### config.mk
export PLATFORM = sky130hd
export DESIGN_NAME = mic4_cfg_rx
export DESIGN_NICKNAME = d
export VERILOG_FILES = /design/src/rtl/mic4_cfg_rx.sv
export SDC_FILE = /design/constraint.sdc
export NUM_CORES = 1
export LEC_CHECK = 0
export CAP_MARGIN = 20
export CORE_MARGIN = 1.5
export CORE_UTILIZATION = 53
export CTS_BUF_LIST = sky130_fd_sc_hd__clkbuf_4
export CTS_CLUSTER_DIAMETER = 40
export DETAILED_ROUTE_END_ITERATION = 6
export PLACE_DENSITY = 0.76
export REMOVE_ABC_BUFFERS = 1
export SKIP_CTS_REPAIR_TIMING = 1
export SYNTH_ARGS = -nofsm -noshare
export SYNTH_HDL_FRONTEND = slang
export SYNTH_SLANG_ARGS = --single-unit
export TNS_END_PERCENT = 10
### constraint.sdc
create_clock -name clk_in -period 4.49 [get_ports clk_in]
set_input_delay 0.898 -clock clk_in [delete_from_list [all_inputs] [get_ports clk_in]]
set_output_delay 0.898 -clock clk_in [all_outputs]
set_load 0.02 [all_outputs]
### src/rtl/mic4_cfg_rx.sv
// mic4_cfg_rx: serial configuration receiver that shifts bits in on a synchronized sclk and latches them into a word on lt
module mic4_cfg_rx #(
  parameter int CFG_WIDTH   = 32,
  parameter int CNT_WIDTH   = 8,
  parameter int SYNC_STAGES = 2
) (
  input  logic                 clk_in,
  input  logic                 rst,
  input  logic                 sclk_in,
  input  logic                 lt_in,
  input  logic                 sdata_in,
  input  logic                 grst_n_in,
  output logic [CFG_WIDTH-1:0] cfg_word,
  output logic                 cfg_valid,
  output logic [CNT_WIDTH-1:0] bit_count,
  output logic                 len_err,
  output logic                 busy
);
  typedef enum logic [1:0] {IDLE, SHIFT, DONE} state_t;
  logic [SYNC_STAGES-1:0] sclk_s, lt_s, sdata_s, grst_s;
  logic sclk_d, lt_d, sclk_e, lt_e, sdata_e, en, grst;
  logic [2:0] hold;
  state_t state, state_nx;
  logic [CFG_WIDTH-1:0] shreg, sh_nx;
  logic [CNT_WIDTH-1:0] cnt_nx;
  assign grst = ~grst_s[SYNC_STAGES-1];
  assign en = hold == 3'(SYNC_STAGES + 1);
  assign busy = state == SHIFT;
  // pin synchronizers, edge detectors registered together with their data bit, and the post-reset hold-off counter
  always_ff @(posedge clk_in) begin
    if (rst) begin
      sclk_s  <= '0;
      lt_s    <= '0;
      sdata_s <= '0;
      grst_s  <= '1;
      sclk_d  <= 1'b0;
      lt_d    <= 1'b0;
      sclk_e  <= 1'b0;
      lt_e    <= 1'b0;
      sdata_e <= 1'b0;
      hold    <= '0;
    end else begin
      sclk_s  <= {sclk_s[SYNC_STAGES-2:0], sclk_in};
      lt_s    <= {lt_s[SYNC_STAGES-2:0], lt_in};
      sdata_s <= {sdata_s[SYNC_STAGES-2:0], sdata_in};
      grst_s  <= {grst_s[SYNC_STAGES-2:0], grst_n_in};
      sclk_d  <= sclk_s[SYNC_STAGES-1];
      lt_d    <= lt_s[SYNC_STAGES-1];
      sclk_e  <= en & sclk_s[SYNC_STAGES-1] & ~sclk_d;
      lt_e    <= en & lt_s[SYNC_STAGES-1] & ~lt_d;
      sdata_e <= sdata_s[SYNC_STAGES-1];
      hold    <= en ? hold : hold + 3'd1;
    end
  end
  // state register; global reset strobe forces IDLE
  always_ff @(posedge clk_in) begin
    state <= (rst || grst) ? IDLE : state_nx;
  end
  // next state plus the shift/count values including a bit arriving this cycle
  always_comb begin
    state_nx = lt_e ? DONE : sclk_e ? SHIFT : (state == DONE) ? IDLE : state;
    sh_nx    = sclk_e ? {shreg[CFG_WIDTH-2:0], sdata_e} : shreg;
    cnt_nx   = (sclk_e && bit_count != '1) ? bit_count + CNT_WIDTH'(1) : bit_count;
  end
  // shift register, counter and latched word; lt clears the frame after capture
  always_ff @(posedge clk_in) begin
    if (rst || grst) begin
      shreg     <= '0;
      bit_count <= '0;
      cfg_word  <= '0;
      cfg_valid <= 1'b0;
      len_err   <= 1'b0;
    end else begin
      cfg_valid <= lt_e;
      if (lt_e) begin
        cfg_word  <= sh_nx;
        len_err   <= cnt_nx != CNT_WIDTH'(CFG_WIDTH);
        shreg     <= '0;
        bit_count <= '0;
      end else begin
        shreg     <= sh_nx;
        bit_count <= cnt_nx;
      end
    end
  end
endmodule

==> results of run 1 <==
[cell families (layout without fill, tap and decap cells)]
logic type	Yosys count	in the layout	share of synthesized area
and+or+nand+nor	114	114	0.166
DFF	92	92	0.582
xor gates and xnor gates	5	5	0.0138
adders and majority gates	3	3	0.0119
AOI/OAI and AO/OA	46	46	0.0806
muxes	36	36	0.115
buffers and inverters	21	70	0.0300
[per-stage QoR]
step / setup slack, ns / total power [mW] / utilization / hold slack [ns] / instance area (µm²)
finish: 2.00 / 1.38 / 0.681 / 0.433 / 3840
global route: 1.71 / 1.44 / 0.681 / 0.452 / 3840
CTS: 1.96 / 1.40 / 0.681 / 0.436 / 3840
detailed placement: 1.53 / 0.895 / 0.651 / 0.404 / 3670
global placement: 1.57 / 0.893 / 0.651 / 0.394 / 3670
floorplan: 1.77 / 0.878 / - / 0.389 / 3090
[cells in the mapped netlist, drive strengths merged]
master	count	area, µm²
ha	3	37.5
and2	2	12.5
clkbuf	11	41.3
o211ai	1	7.51
dfxtp	92	1840
or2	2	12.5
nand2b	1	6.26
nand4	3	25.0
a2111oi	1	15.0
nor2	46	173
a31oi	1	6.26
xor2	3	26.3
nand3b	1	7.51
a211oi	1	12.5
and3b	2	17.5
mux2i	35	350
a21oi	6	30.0
nor2b	11	68.8
nand3	1	5.00
nor3b	1	7.51
inv	4	15.0
and3	3	23.8
nand2	38	143
and4	1	8.76
mux2	1	15.0
or3b	1	8.76
xnor2	2	17.5
o21ai	36	184
or4	1	7.51
buf	6	38.8
[where the power goes]
part / internal, mW / switching [mW]
logic: 0.0183 / 0.0257
registers: 0.826 / 0.00544
clock network: 0.242 / 0.262
total: 1.09 / 0.294
[sequential cells by signal, summed over array words and instances (netlist names), 2 cells and up]
signal and cells:
bit_count 8, cfg_word 32, grst_s 2, hold 3, lt_s 2, sclk_s 2, sdata_s 2, shreg 32
state 2
[path summary, 6_finish.rpt]
path	from	to	slack, ns	cells after the start
worst min-delay path	grst_s[0]	grst_s[1]	0.43	1
worst max register to register	sclk_e	len_err	2.02	4
worst min register to register	grst_s[0]	grst_s[1]	0.43	1
worst max-delay path	bit_count[3]	bit_count[3]	2.00	1
[layout make-up]
cell class | instances | area share
inverter | 4 | 0.00391
timing repair buffer | 50 | 0.129
tap | 72 | 0.0234
clock inverter | 5 | 0.0221
multi-input combinational | 204 | 0.320
clock buffer | 11 | 0.0215
sequential | 92 | 0.480
[layer usage]
| layer | up-vias | track usage | part of all wire |
|---|---|---|---|
| met5 | - | 0 | 0 |
| met4 | 0 | 0.0931 | 0.020 |
| met3 | 9 | 0.0443 | 0.046 |
| met2 | 46 | 0.289 | 0.45 |
| met1 | 1020 | 0.229 | 0.48 |
| li1 | 1152 | - | - |
==> results.md, run 1 <==
* CTS tree: built
* RSZ-0062 raised after global routing: no
* Most common cell after layout, fill and taps aside: dfxtp_1
* Commonest cells after routing, fill and taps aside: dfxtp_1, clkdlybuf4s50_1, nor2_1, nand2_1, mux2i_1
* Slowest stage cell, crit path: clkdlybuf4s50_1
* Syn Inst Count at roughly 320
* Synthesis-to-layout area growth at 21.4%
* Residual DRC at 0
* Worst Clk Skew at roughly 0.012 ns
* Final Hold Fails at 0
* # rows at 27
* Bufs and invs on worst path at 1
* Largest stage delay on the critical path at ~0.67 ns
* Initial Util at 0.561
* Max Buffers Root-to-Sink at 2
* Routability-driven placement congestion ratio at 0.745
* Worst setup SP type: register
* # setup viols final at 0
* Max Freq at 401 MHz
* Area occupied by multi-input gates at approximately 0.0012 mm²
* Worst Path Max Fanout at 9
* 1st-iter DRT viols at 124
* Slew @ Worst Pin at roughly 1.1 ns
* DR vias at approximately 2200
* Tcrit/Tclk final at 0.555
* Die Wd at 80.3 µm
* Die Y-Extent at between 80 and 90 µm
* Non-Filler Instances at 438
* Max IR drop VDD at 0.269 mV
* Clk_lat worst skew at a little over 0.4 ns
* # nets final at between 300 and 400
* Diode count at 0
* Clock slew at reported path FFs at roughly 0.13 ns
* Synth warn at 0
* Crit. End Element: primary output
* Vias in the first global route at approximately 2000
* Max Cap Viol at 0
* Clock root cell: clkbuf_4
* Pwr Density at between 300 and 400 mW/mm²
* Sequential Area at about 0.0018 mm²
* Type of the most critical hold path: reg2reg
* Fill count at 435
* WL final at around 5200 µm
* Routed len/inst at roughly 12 µm
* Final setup TNS at 0 ns
* Rel. slew slack at 0.296
* Post-route minimum period at 2.49 ns
* Critical-path cell list: clkdlybuf4s50_1
* Mean Syn Cell Area at roughly 10 µm²
* Leakage at 1.36 nW
* Crit path required time at roughly 3.6 ns
* Delay-heaviest family, CP: buffers and inverters
* Layout cells sized above 1 at 0.0765
* Routed Antenna Nets at 0
* DIE AREA at 0.00645 mm²
* Critical Path AT at 1.60 ns
* HPWL Detailed at about 3500 µm
* Initial antenna violation count at 0
* # placed instances at roughly 420
* Fin. max-slew vios at 0
* GRT Overall Usage at 0.182
* Synth Register Bits at 92
* Via density at roughly 5.1
* # clock sinks at slightly above 90
* Cell area after synthesis at 0.00317 mm²
* Core Footprint at about 0.0056 mm²
* Port Buffers at 48
* GRT overflow at 0
* Register area share after synthesis at 0.582
* DRT Pass-1 Iters at 5
* Top Ports at approximately 50
* WS Path Type: reg2out
* Total CTS buffers at 9
* Status: completed
* Clock H-tree levels at 3
* Count of cell types in the netlist at 36
* Global-route wire length before repair at slightly below 9000 µm
* Largest net degree at the start of global routing at 39
Note: power is estimated with default switching activity, not from simulation.
==> run 2: changes to the inputs <==
==> constraint.sdc (replaced) <==
create_clock -name clk_in -period 2.3 [get_ports clk_in]
set_input_delay 0.46 -clock clk_in [delete_from_list [all_inputs] [get_ports clk_in]]
set_output_delay 0.46 -clock clk_in [all_outputs]
set_load 0.02 [all_outputs]
==> results.md, run 2 (synthesis results as in run 1) <==
* Met3 WL at 209 µm (-12%)
* Routed len/inst at 12.4 µm (+5.1%)
* Die Wd at 80.3 µm (unchanged)
* Reg2Reg Setup Slack at 0.43 ns (-1.59 ns)
* Max Freq at approximately 480 MHz
* Routed wire length on met2 at 2610 µm (+11%)
* Leakage at 1.38 nW (+1.5%)
* Diode count at 0 (unchanged)
* WL final at 5490 µm (+6.0%)
* 1st-iter DRT viols at 131 (+5.6%)
* Final Hold Fails at 0 (unchanged)
* Type of the most critical hold path: reg2reg
* Critical Path AT at 1.62 ns (+0.02 ns)
* Crit. End Element: primary output
* Non-Filler Instances at 442 (+0.91%)
* Status: completed
* Rel. slew slack at 0.645 (+0.349)
* Die Y-Extent at 80.3 µm (unchanged)
* Layout cells sized above 1 at 0.0865 (+0.00998)
* Bufs and invs on worst path at 1 (unchanged)
* Initial antenna violation count at 0 (unchanged)
* Delay-heaviest family, CP: buffers and inverters
* Largest net degree at the start of global routing at 35 (-10%)
* Max Buffers Root-to-Sink at 2 (unchanged)
* Tcrit/Tclk final at 0.902
* Via density at 5.04 (-0.90%)
* RSZ-0062 raised after global routing: no
* Worst Clk Skew at 0.0201 ns (+0.00814 ns)
* Pwr Density at 697 mW/mm² (+94%)
* Routed Antenna Nets at 0 (unchanged)
* Top Ports at 49 (unchanged)
* Fin. max-slew vios at 0 (unchanged)
* Worst Path Max Fanout at 9 (unchanged)
* DIE AREA at 0.00645 mm² (unchanged)
* Slowest stage cell, crit path: clkdlybuf4s50_1
* Largest stage delay on the critical path at 0.67 ns (about the same)
* Most common cell after layout, fill and taps aside: dfxtp_1
* Slew @ Worst Pin at 0.532 ns (-0.523 ns)
* Vias in the first global route at 2102 (+5.5%)
* Met1 WL at 2610 µm (+4.4%)
* Clk_lat worst skew at 0.42 ns (about the same)
* Post-route minimum period at slightly above 2 ns
* CTS tree: built
* Top flop regs: cfg_word: 32 flops, shreg: 32 flops, bit_count: 8 flops
* Max IR drop VDD at 0.505 mV (+87%)
* GRT overflow at 0 (unchanged)
* Initial Util at 0.561 (unchanged)
* HPWL Detailed at 3690 µm (+5.7%)
* # placed instances at 426 (+0.95%)
* Clock slew at reported path FFs at 0.14 ns (about the same)
* Critical-path cell list: clkdlybuf4s50_1
* Total CTS buffers at 9 (unchanged)
* # rows at 27 (unchanged)
* WS Path Type: reg2out
* Clock root cell: clkbuf_4
* Routability-driven placement congestion ratio at 0.763 (+2.4%)
* Worst setup SP type: register
* Crit path required time at 1.84 ns (-1.75 ns)
* # setup viols final at 0 (unchanged)
* Final core occ at 0.688 (+0.00732)
* Residual DRC at 0 (unchanged)
* GRT Overall Usage at 0.186 (+0.00381)
* DR top layer: met4
* DR vias at 2227 (unchanged)
* Global-route wire length before repair at 9140 µm (+2.3%)
* # clock sinks at 92 (unchanged)
* DRT Pass-1 Iters at 4 (-1)
* # nets final at 374 (+1.1%)
* Port Buffers at 48 (unchanged)
* Final worst slack at 0.224 ns (-1.77 ns)
* Max Cap Viol at 0 (unchanged)
* Clock H-tree levels at 3 (unchanged)
* Post-place setup slack at 0.434 ns (-1.10 ns)
* Synthesis-to-layout area growth at 22.7%
* Commonest cells after routing, fill and taps aside: dfxtp_1, clkdlybuf4s50_1, nor2_1, nand2_1, mux2i_1
* Core Footprint at 0.00564 mm² (unchanged)
==> run 2: path summary, 6_finish.rpt <==
kind	start	end	cells past startpoint
max	bit_count[3]	bit_count[3]	1
min	grst_s[0]	grst_s[1]	1
max reg2reg	bit_count[0]	len_err	6
min reg2reg	grst_s[0]	grst_s[1]	1
==> run 2: layout make-up <==
type	instances	area, µm²
flip-flops and latches	92	1840
inverters	4	15.0
clock inverters	5	83.8
clock buffers	11	82.6
fillers	460	1760
repair buffers	54	538
well taps	72	90.1
multi-input cells	204	1230
==> run 2: per-stage QoR <==
step	hold slack, ns	cell area (µm²)	setup TNS, ns	power, mW
floorplan	0.389	3090	-0.952	1.71
global placement	0.396	3720	0	1.75
detailed placement	0.393	3720	0	1.76
CTS	0.425	3880	0	2.74
global route	0.437	3880	0	2.82
finish	0.424	3880	0	2.71
==> run 2: power by group <==
| part | internal (mW) | switching, mW | total (mW) |
|---|---|---|---|
| Combinational | 0.0416 | 0.0551 | 0.0967 |
| Sequential | 1.61 | 0.00832 | 1.62 |
| Clock | 0.470 | 0.520 | 0.990 |
==> run 2: layer usage <==
| layer | GRT usage | vias up |
|---|---|---|
| li1 | - | 1148 |
| met4 | 0.0776 | 0 |
| met2 | 0.307 | 32 |
| met5 | 0 | - |
| met3 | 0.0602 | 5 |
| met1 | 0.222 | 1042 |
